## config.mk

```make
export PLATFORM = sky130hd
export DESIGN_NAME = addsub_pipe_flat
export DESIGN_NICKNAME = d
export VERILOG_FILES = /design/src/rtl/alu_pkg.sv /design/src/rtl/addsub_pipe_if.sv /design/src/rtl/addsub_core.sv /design/src/rtl/addsub_pipe.sv /design/src/flat_wrapper.sv
export SDC_FILE = /design/constraint.sdc
export NUM_CORES = 1
export LEC_CHECK = 0
export CAP_MARGIN = 10
export CORE_MARGIN = 2
export CORE_UTILIZATION = 48
export DETAILED_ROUTE_END_ITERATION = 8
export GPL_ROUTABILITY_DRIVEN = 0
export HOLD_SLACK_MARGIN = 0.15
export PLACE_DENSITY = 0.76
export SYNTH_ARGS = -nofsm -noshare
export SYNTH_HDL_FRONTEND = slang
export SYNTH_HIERARCHICAL = 1
export SYNTH_SLANG_ARGS = --single-unit
```

## constraint.sdc

```tcl
create_clock -name clk -period 6.9 [get_ports clk]
set_input_delay 1.38 -clock clk [delete_from_list [all_inputs] [get_ports clk]]
set_output_delay 1.38 -clock clk [all_outputs]
set_load 0.05 [all_outputs]
```

## src/rtl/alu_pkg.sv

```systemverilog
// Shared opcode encodings and flag bit positions for the add/subtract pipeline.
package alu_pkg;

  localparam logic [2:0] OP_ADD = 3'b000;
  localparam logic [2:0] OP_SUB = 3'b001;
  localparam logic [2:0] OP_ADC = 3'b010;
  localparam logic [2:0] OP_SBC = 3'b011;
  localparam logic [2:0] OP_CMP = 3'b100;

  localparam int FLAGS_W = 4;
  localparam int FLG_C   = 3;
  localparam int FLG_V   = 2;
  localparam int FLG_N   = 1;
  localparam int FLG_Z   = 0;

endpackage

```

## src/rtl/addsub_pipe_if.sv

```systemverilog
// Operand/result handshake bundle for addsub_pipe, including the synchronous flush.
interface addsub_pipe_if
  import alu_pkg::*;
#(
  parameter int WIDTH = 9,
  parameter int OP_W  = 3
);

  logic               flush;
  logic               in_valid;
  logic               in_ready;
  logic [OP_W-1:0]    in_op;
  logic [WIDTH-1:0]   in_a;
  logic [WIDTH-1:0]   in_b;
  logic               out_valid;
  logic               out_ready;
  logic [WIDTH-1:0]   out_sum;
  logic [FLAGS_W-1:0] out_flags;
  logic               out_op_err;

  modport master (
    output flush, in_valid, in_op, in_a, in_b, out_ready,
    input  in_ready, out_valid, out_sum, out_flags, out_op_err
  );

  modport slave (
    input  flush, in_valid, in_op, in_a, in_b, out_ready,
    output in_ready, out_valid, out_sum, out_flags, out_op_err
  );

endinterface

```

## src/rtl/addsub_core.sv

```systemverilog
// Combinational ripple-carry adder: sum = a + (b ^ {WIDTH{inv}}) + cin, with carry-out and signed overflow.
module addsub_core #(
  parameter int WIDTH = 9
) (
  input  logic [WIDTH-1:0] a,
  input  logic [WIDTH-1:0] b,
  input  logic             inv,
  input  logic             cin,
  output logic [WIDTH-1:0] sum,
  output logic             cout,
  output logic             ovf
);

  logic [WIDTH-1:0] b_x;
  logic [WIDTH:0]   carry;

  assign b_x      = b ^ {WIDTH{inv}};
  assign carry[0] = cin;

  for (genvar gi = 0; gi < WIDTH; gi++) begin : g_full_adder
    assign sum[gi]     = a[gi] ^ b_x[gi] ^ carry[gi];
    assign carry[gi+1] = (a[gi] & b_x[gi]) | (carry[gi] & (a[gi] ^ b_x[gi]));
  end

  assign cout = carry[WIDTH];
  // Overflow is judged on the effective (possibly inverted) second operand.
  assign ovf  = (a[WIDTH-1] == b_x[WIDTH-1]) & (sum[WIDTH-1] != a[WIDTH-1]);

endmodule

```

## src/rtl/addsub_pipe.sv

```systemverilog
// Two-stage valid/ready add/subtract unit with carry chaining and C/V/N/Z flags.
// Define SATURATE_EN to clamp ADD/SUB/ADC/SBC results to the signed range on overflow.
module addsub_pipe
  import alu_pkg::*;
#(
  parameter int WIDTH = 9,
  parameter int OP_W  = 3
) (
  input logic         clk,
  input logic         rst,
  addsub_pipe_if.slave bus
);

  logic               s1_valid_reg;
  logic [OP_W-1:0]    s1_op_reg;
  logic [WIDTH-1:0]   s1_a_reg;
  logic [WIDTH-1:0]   s1_b_reg;
  logic               carry_reg;
  logic               out_valid_reg;
  logic [WIDTH-1:0]   out_sum_reg;
  logic [FLAGS_W-1:0] out_flags_reg;
  logic               out_err_reg;

  logic en2, en1, accept;
  logic inv, cin, is_cmp, is_err;
  logic [WIDTH-1:0]   raw_sum, res_sum, sum_next;
  logic               cout, ovf;
  logic [FLAGS_W-1:0] flags_next;

  assign en2    = !out_valid_reg | bus.out_ready;
  assign en1    = !s1_valid_reg | en2;
  assign accept = bus.in_valid & bus.in_ready;

  assign bus.in_ready   = en1 & !bus.flush;
  assign bus.out_valid  = out_valid_reg;
  assign bus.out_sum    = out_sum_reg;
  assign bus.out_flags  = out_flags_reg;
  assign bus.out_op_err = out_err_reg;

  always_comb begin
    inv    = 1'b0;
    cin    = 1'b0;
    is_cmp = 1'b0;
    is_err = 1'b0;
    case (s1_op_reg)
      OP_W'(OP_ADD): ;
      OP_W'(OP_SUB): begin inv = 1'b1; cin = 1'b1; end
      OP_W'(OP_ADC): cin = carry_reg;
      OP_W'(OP_SBC): begin inv = 1'b1; cin = carry_reg; end
      OP_W'(OP_CMP): begin inv = 1'b1; cin = 1'b1; is_cmp = 1'b1; end
      default:       is_err = 1'b1;
    endcase
  end

  addsub_core #(.WIDTH(WIDTH)) u_core (
    .a    (s1_a_reg),
    .b    (s1_b_reg),
    .inv  (inv),
    .cin  (cin),
    .sum  (raw_sum),
    .cout (cout),
    .ovf  (ovf)
  );

`ifdef SATURATE_EN
  logic sat_ok;
  assign sat_ok = !is_cmp & !is_err;

  // Overflow only happens when both operands share a sign, so a's sign picks the rail.
  always_comb begin
    res_sum = raw_sum;
    if (sat_ok && ovf) begin
      res_sum = s1_a_reg[WIDTH-1] ? {1'b1, {(WIDTH-1){1'b0}}} : {1'b0, {(WIDTH-1){1'b1}}};
    end
  end
`else
  assign res_sum = raw_sum;
`endif

  always_comb begin
    flags_next        = '0;
    flags_next[FLG_C] = cout;
    flags_next[FLG_V] = ovf;
    flags_next[FLG_N] = res_sum[WIDTH-1];
    flags_next[FLG_Z] = (res_sum == '0);
  end

  assign sum_next = is_cmp ? s1_a_reg : res_sum;

  always_ff @(posedge clk or posedge rst) begin
    if (rst) begin
      s1_valid_reg  <= 1'b0;
      s1_op_reg     <= '0;
      s1_a_reg      <= '0;
      s1_b_reg      <= '0;
      carry_reg     <= 1'b0;
      out_valid_reg <= 1'b0;
      out_sum_reg   <= '0;
      out_flags_reg <= '0;
      out_err_reg   <= 1'b0;
    end else if (bus.flush) begin
      s1_valid_reg  <= 1'b0;
      out_valid_reg <= 1'b0;
      carry_reg     <= 1'b0;
    end else begin
      if (en1) begin
        s1_valid_reg <= accept;
        if (accept) begin
          s1_op_reg <= bus.in_op;
          s1_a_reg  <= bus.in_a;
          s1_b_reg  <= bus.in_b;
        end
      end
      if (en2) begin
        out_valid_reg <= s1_valid_reg;
        if (s1_valid_reg) begin
          out_sum_reg   <= sum_next;
          out_flags_reg <= flags_next;
          out_err_reg   <= is_err;
          // Carry recorded here is exactly what the next ADC/SBC in S1 consumes.
          if (!is_err) begin
            carry_reg <= cout;
          end
        end
      end
    end
  end

endmodule

```

## src/flat_wrapper.sv

```systemverilog
// flat-port wrapper written by rule: the top's interface ports become plain ports
module addsub_pipe_flat import alu_pkg::*;
#(
  parameter int WIDTH = 9,
  parameter int OP_W  = 3
)
  (clk, rst, bus_flush, bus_in_valid, bus_in_op, bus_in_a, bus_in_b, bus_out_ready, bus_in_ready, bus_out_valid, bus_out_sum, bus_out_flags, bus_out_op_err);
  addsub_pipe_if #(.WIDTH(WIDTH), .OP_W(OP_W)) bus_i ();
  input logic clk;
  input logic rst;
  input wire logic [$bits(bus_i.flush)-1:0] bus_flush;
  input wire logic [$bits(bus_i.in_valid)-1:0] bus_in_valid;
  input wire logic [$bits(bus_i.in_op)-1:0] bus_in_op;
  input wire logic [$bits(bus_i.in_a)-1:0] bus_in_a;
  input wire logic [$bits(bus_i.in_b)-1:0] bus_in_b;
  input wire logic [$bits(bus_i.out_ready)-1:0] bus_out_ready;
  output wire logic [$bits(bus_i.in_ready)-1:0] bus_in_ready;
  output wire logic [$bits(bus_i.out_valid)-1:0] bus_out_valid;
  output wire logic [$bits(bus_i.out_sum)-1:0] bus_out_sum;
  output wire logic [$bits(bus_i.out_flags)-1:0] bus_out_flags;
  output wire logic [$bits(bus_i.out_op_err)-1:0] bus_out_op_err;
  assign bus_i.flush = bus_flush;
  assign bus_i.in_valid = bus_in_valid;
  assign bus_i.in_op = bus_in_op;
  assign bus_i.in_a = bus_in_a;
  assign bus_i.in_b = bus_in_b;
  assign bus_i.out_ready = bus_out_ready;
  assign bus_in_ready = bus_i.in_ready;
  assign bus_out_valid = bus_i.out_valid;
  assign bus_out_sum = bus_i.out_sum;
  assign bus_out_flags = bus_i.out_flags;
  assign bus_out_op_err = bus_i.out_op_err;
  addsub_pipe #(.WIDTH(WIDTH), .OP_W(OP_W)) u_core (.clk(clk), .rst(rst), .bus(bus_i));
endmodule
```

==> impl_metrics.yaml, run 1 <==
clock_tree:
  cts-root-buf: "clkbuf_8"
  cts-buffers-inserted: 5
  clk-insertion-delay-late_ns: 0.29
  cts_max_level: 2
  cts_tree: "yes"
  postCtsHoldBufs: 0
  clock_path_buffers: 2
  clkTransAtPathRegs_ns: 0.07
  clock-sinks: 38
  cts_resized: 0
  cts_setup_buffers: 0
timing:
  fin_hold_ws_ns: 0.497
  max_freq_mhz: 180
  hold_viol: 0
  fin_crit_ns: 5.55
  finalSetupViolCount: 0
  slew_violations: 0
  rsz0062_at_grt: "false"
  relSlewSlack: 0.426
  fin_skew_ns: 0.00417
  post-route-period-util: 0.805
  setup_tns_ns: 0
  worst_slew_pin_slew_ns: 0.861
power:
  combinationalPowerShare: 0.531
  p_sw_w: 0.000394
  p_int_w: 0.000620
  ir_drop_uv: 189
  p_leak_nw: 1.18
  netSwitchingFraction: 0.388
  clockPowerShare: 0.152
  p_per_area_nw_per_um2: 392
  pwr-share-seq: 0.316
logic_synthesis:
  synth_area_leaders: "dfrtp_1 47%, mux2_2 15%, mux2_4 12%"
  synth_top_cell_by_area: "dfrtp_1"
  syn-num-nets: 186
  syn_inst: 150
  ys_ff_latch: 38
  synth_cell_types: 25
  synth-seq-area-share: 0.466
  netlist.area_leader.share: 0.466
  synth_area_per_cell_um2: 13.6
  yosys_warnings: 6
  synthesis.area_um2: 2040
worst_hold_path:
  hold_path_class: "reg2reg"
  hold-path-cell-count: 1
setup_path:
  r2r_cells: 17
  crit_fanout: 11
  start_kind: "register"
  critPathCaptureType: "register"
  crit_type: "reg2reg"
  cp.arrival_ns: 5.73
  worstPathRequired_ns: 7.08
status:
  status: "completed"
global_route:
  grt_use_met2: 0.267
  met1_usage: 0.203
  gr-usage-met3: 0.0523
  grt_usage: 0.166
  grt_pass1_vias: 1288
  busiest_layer: "met2"
  grt_pass1_wl_um: 6220
  grt-ovfl-total: 0
  antenna_found_initial: 0
  grt_max_degree: 39
drt:
  wire_per_inst_um: 14.8
  drc: 0
  ant_nets: 0
  via_count: 1232
  first_pass_iters: 4
  viasPerCell: 4.99
  finalWirelength_um: 3650
  drt_iter0_markers: 48
floorplanning:
  die_y_um: 69.2
  die_w_um: 69.2
  pin_count: 42
  initial_core_util: 0.503
  die_area_um2: 4790
  fp-row-count: 23
  core_area_um2: 4060
placed_design:
  hpwl_um: 2760
  io_buffers: 41
final_layout:
  fin_nets: 232
  antennaDiodeCount: 0
  drive_gt1_frac: 0.274
  area_growth_syn_to_layout_pct: 26.8
flow_run:
  maxCapViolCount: 0
==> synth_stat cells (all sizes together) <==
cell	number
a211o	1
a21oi	3
buf	5
dfrtp	38
fa	9
ha	1
inv	23
mux2	44
mux2i	1
nor2	4
nor2b	1
nor3	1
nor4	1
o21a	1
o21ai	2
o31ai	1
or3	1
or3b	1
or4	2
xnor2	8
xor2	2
==> path summary, 6_finish.rpt <==
kind,start,endpoint,slack [ns]
worst max-delay path,u_core/s1_op_reg[0],u_core/bus.out_sum[8],1.35
worst min-delay path,u_core/bus.out_op_err,u_core/bus.out_op_err,0.50
worst max register to register,u_core/s1_op_reg[0],u_core/bus.out_sum[8],1.35
worst min register to register,u_core/bus.out_op_err,u_core/bus.out_op_err,0.50
max in group asynchronous,rst,u_core/s1_op_reg[2],5.08
min in group asynchronous,rst,u_core/s1_b_reg[8],1.50
==> metrics by stage <==
step	power (W)	setup WS, ns	instances	area [µm²]	util
2_1_floorplan	0.000722	1.58	150	2040	-
3_3_place_gp	0.000853	1.45	239	2490	0.615
3_5_place_dp	0.000866	1.33	239	2490	0.615
4_1_cts	0.00103	1.31	247	2590	0.637
5_1_grt	0.00108	1.10	247	2590	0.637
6_report	0.00101	1.35	247	2590	0.637
==> per-layer routing <==
| metal | part of all wire | vias to the layer above |
|---|---|---|
| met5 | 0 | - |
| met3 | 0.038 | 7 |
| met2 | 0.53 | 29 |
| met4 | 0.019 | 0 |
| li1 | - | 585 |
| met1 | 0.41 | 611 |
==> cell usage in the layout (no fill, tap or decap) <==
cell type	count
clkdlybuf4s50_1	41
xnor2_1	8
o21a_1	1
a211o_1	1
nor2b_1	1
inv_1	23
fa_1	9
clkbuf_1	1
ha_1	1
a21oi_1	3
o21ai_1	1
nor2_1	4
mux2_2	27
mux2_1	1
o31ai_1	1
nor4_1	1
o21ai_0	1
mux2i_1	1
mux2_4	16
buf_4	3
or3b_1	1
xor2_1	2
clkinv_2	1
nor3_2	1
dfrtp_1	38
or3_1	1
clkbuf_8	6
or4_1	2
==> power groups by stage <==
stage / Sequential (W) / Clock [W] / Combinational, W
after floorplan: 0.000450 / 0 / 0.000272
after global placement: 0.000322 / 0 / 0.000531
after detailed placement: 0.000325 / 0 / 0.000542
after CTS: 0.000322 / 0.000160 / 0.000543
after global routing: 0.000329 / 0.000169 / 0.000579
final: 0.000320 / 0.000154 / 0.000539
==> worst max-delay path, stage by stage (launching register included) <==
cell,delay (ns)
dfrtp_1,0.41
or3b_1,0.65
o21ai_1,0.23
xnor2_1,0.11
fa_1,0.36
inv_1,0.07
fa_1,0.16
inv_1,0.05
fa_1,0.37
fa_1,0.39
fa_1,0.39
fa_1,0.39
fa_1,0.40
fa_1,0.36
inv_1,0.09
fa_1,0.47
mux2_4,0.28
mux2_4,0.25
==> kinds of logic after synthesis <==
group / synth area share
buffers and inverters: 0.0620
XOR/XNOR: 0.0429
flip-flops: 0.466
AND/OR/NAND/NOR: 0.0331
multiplexers: 0.277
AO/OA/AOI/OAI: 0.0239
adder cells (fa/ha/maj): 0.0945
==> layout make-up <==
| cell class | instances | area (µm²) |
|---|---|---|
| timing repair buffer | 44 | 433 |
| inverter | 23 | 86.3 |
| clock buffer | 7 | 86.3 |
| tap | 50 | 62.6 |
| clock inverter | 1 | 5.00 |
| fill | 295 | 1470 |
| sequential | 38 | 951 |
| multi-input combinational | 84 | 962 |
(Power assumes the default switching activity.)
==> run 2: changes to the inputs <==
--- a/config.mk
+++ b/config.mk
@@ -7,7 +7,7 @@
 export LEC_CHECK = 0
 export CAP_MARGIN = 10
 export CORE_MARGIN = 2
-export CORE_UTILIZATION = 48
+export CORE_UTILIZATION = 46
 export DETAILED_ROUTE_END_ITERATION = 8
 export GPL_ROUTABILITY_DRIVEN = 0
 export HOLD_SLACK_MARGIN = 0.15
==> constraint.sdc (replaced) <==
create_clock -name clk -period 4.6 [get_ports clk]
set_input_delay 0.92 -clock clk [delete_from_list [all_inputs] [get_ports clk]]
set_output_delay 0.92 -clock clk [all_outputs]
set_load 0.05 [all_outputs]
==> run 2 against run 1 <==
Compared with the run above:
- the flow now finishes with violations (setup timing)
- worst setup slack got worse by 1.7 ns
- flip-flop and latch count unchanged
- first-iteration DRC count is 6.3% higher
- hold slack lost 0.00062 ns
- clock-buffer cell count decreased by 2
- largest cell class unchanged
==> impl_metrics.yaml, run 2 (synthesis results as in run 1) <==
clock_tree:
  clock-sinks: 38
  cts_tree: "yes"
  cts_max_level: 2
  clk-insertion-delay-late_ns: 0.29
  clkTransAtPathRegs_ns: 0.08
  cts-root-buf: "clkbuf_8"
  clock_path_buffers: 2
  cts-buffers-inserted: 5
global_route:
  busiest_layer: "met2"
  grt_pass1_wl_um: 6530
  met1_usage: 0.197
  gr-usage-met3: 0.0399
  grt-ovfl-total: 0
  grt_usage: 0.170
  grt_use_met2: 0.304
  antenna_found_initial: 0
  grt_max_degree: 39
  grt_pass1_vias: 1413
worst_hold_path:
  hold_path_class: "reg2reg"
  min-delay-start: "u_core/bus.out_op_err"
timing:
  setup_tns_ns: -1.34
  slew_violations: 0
  rsz0062_at_grt: "true"
  finalSetupViolCount: 6
  hold_viol: 0
  worst_slack_ns: -0.337
  max_freq_mhz: 203
  relSlewSlack: 0.420
  worst_slew_pin_slew_ns: 0.870
  fin_skew_ns: 0.00990
  post-route-period-util: 1.07
  fin_crit_ns: 4.94
floorplanning:
  pin_count: 42
  die_w_um: 70.6
  die_area_um2: 4980
  core_area_um2: 4320
  fp-row-count: 24
  initial_core_util: 0.472
  die_y_um: 70.6
drt:
  viasPerCell: 4.95
  via_count: 1282
  wire_per_inst_um: 14.7
  first_pass_iters: 4
  finalWirelength_um: 3800
  drc: 0
  drt_iter0_markers: 51
  ant_nets: 0
placed_design:
  dpl_worst_slack_ns: -0.307
  placed_cells: 249
  io_buffers: 41
  hpwl_um: 2830
power:
  p_per_area_nw_per_um2: 609
  ir_drop_uv: 299
  p_leak_nw: 1.25
final_layout:
  layout_common_cells: "41 x clkdlybuf4s50_1, 38 x dfrtp_1, 23 x mux2_2"
  drive_gt1_frac: 0.415
  fin_nets: 242
  fillerInstances: 327
  instances_no_fill: 259
  area_growth_syn_to_layout_pct: 35.6
  multi_input_area_um2: 1040
  area.sequential_um2: 951
  layout_commonest_cell: "clkdlybuf4s50_1"
  final_util: 0.639
  antennaDiodeCount: 0
flow_run:
  maxCapViolCount: 0
status:
  status: "complete, but fails checks"
  violations: "setup timing"
setup_path:
  crit_fanout: 4
  startpoint: "u_core/s1_op_reg[0]"
  rr_startpoint: "u_core/s1_op_reg[0]"
  cp.arrival_ns: 5.17
  critPathCaptureType: "register"
  start_kind: "register"
  crit_type: "reg2reg"
  worstPathRequired_ns: 4.83
-- run 2: cell count changes in the layout (fill, tap and decap cells not counted), moves of 2 or more --
| cell | previous run | this run |
|---|---|---|
| buf_4 | 3 | 11 |
| inv_1 | 23 | 18 |
| buf_6 | 0 | 2 |
| inv_2 | 0 | 5 |
| fa_1 | 9 | 0 |
| mux2_4 | 16 | 20 |
| mux2_2 | 27 | 23 |
| fa_2 | 0 | 9 |
-- run 2: path summary, 6_finish.rpt --
kind,end,slack [ns],depth (start not counted)
max,u_core/bus.out_flags[0],-0.34,18
min,u_core/bus.out_op_err,0.50,1
max reg2reg,u_core/bus.out_flags[0],-0.34,18
min reg2reg,u_core/bus.out_op_err,0.50,1
max in group asynchronous,u_core/bus.out_sum[6],3.24,3
min in group asynchronous,u_core/s1_b_reg[8],1.03,3
-- run 2: layer usage --
| metal | routed length (µm) | up-vias | part of all wire |
|---|---|---|---|
| met5 | 0 | - | 0 |
| met4 | 69 | 0 | 0.018 |
| met3 | 126 | 5 | 0.033 |
| met2 | 2090 | 21 | 0.55 |
| met1 | 1520 | 653 | 0.40 |
| li1 | - | 603 | - |
-- run 2: what timing repair did --
action,CTS,global route
hold buffers,0,0
setup buffers,1,1
gates resized for setup,13,2
setup endpoints to repair,6,6
pin swaps,6,3
-- run 2: final cells by class --
cell class,instances,share of cell area
multi-input cells,84,0.376
flip-flops and latches,38,0.344
repair buffers,54,0.186
inverters,23,0.0312
clock buffers,5,0.0249
well taps,52,0.0235
clock inverters,3,0.0145
-- run 2: metrics by stage --
| step | hold slack [ns] | instance area, µm² | power (W) |
|---|---|---|---|
| final | 0.497 | 2770 | 0.00168 |
| after global routing | 0.539 | 2770 | 0.00179 |
| after CTS | 0.503 | 2750 | 0.00169 |
| after detailed placement | 0.486 | 2590 | 0.00136 |
| after global placement | 0.474 | 2590 | 0.00134 |
| after floorplan | 0.498 | 2080 | 0.00110 |
-- run 2: worst max-delay path, cell delays in order (launching register included) --
cell and delay, ns:
dfrtp_1 0.39, or3b_4 0.44, o21ai_4 0.09, xnor2_2 0.09, fa_2 0.35, inv_2 0.07, fa_2 0.18, inv_2 0.04
fa_2 0.34, fa_2 0.39, fa_2 0.34, fa_2 0.36, fa_2 0.35, fa_2 0.35, inv_2 0.07, fa_2 0.45
buf_4 0.15, nor4_2 0.24, mux2_4 0.18
-- run 2: power by group --
part	switching, W	internal, W	leakage (nW)
Clock	0.000115	0.000159	0.0579
Combinational	0.000462	0.000470	0.735
Sequential	0.0000567	0.000421	0.456
Total	0.000634	0.00105	1.25
==> run 3: changes to the inputs <==
--- a/config.mk
+++ b/config.mk
@@ -5,6 +5,7 @@
 export SDC_FILE = /design/constraint.sdc
 export NUM_CORES = 1
 export LEC_CHECK = 0
+export ABC_CLOCK_PERIOD_IN_PS = 4600
 export CAP_MARGIN = 10
 export CORE_MARGIN = 2
 export CORE_UTILIZATION = 46
==> results of run 3 <==
Final layout, timing and power as in run 2 (identical DEF).
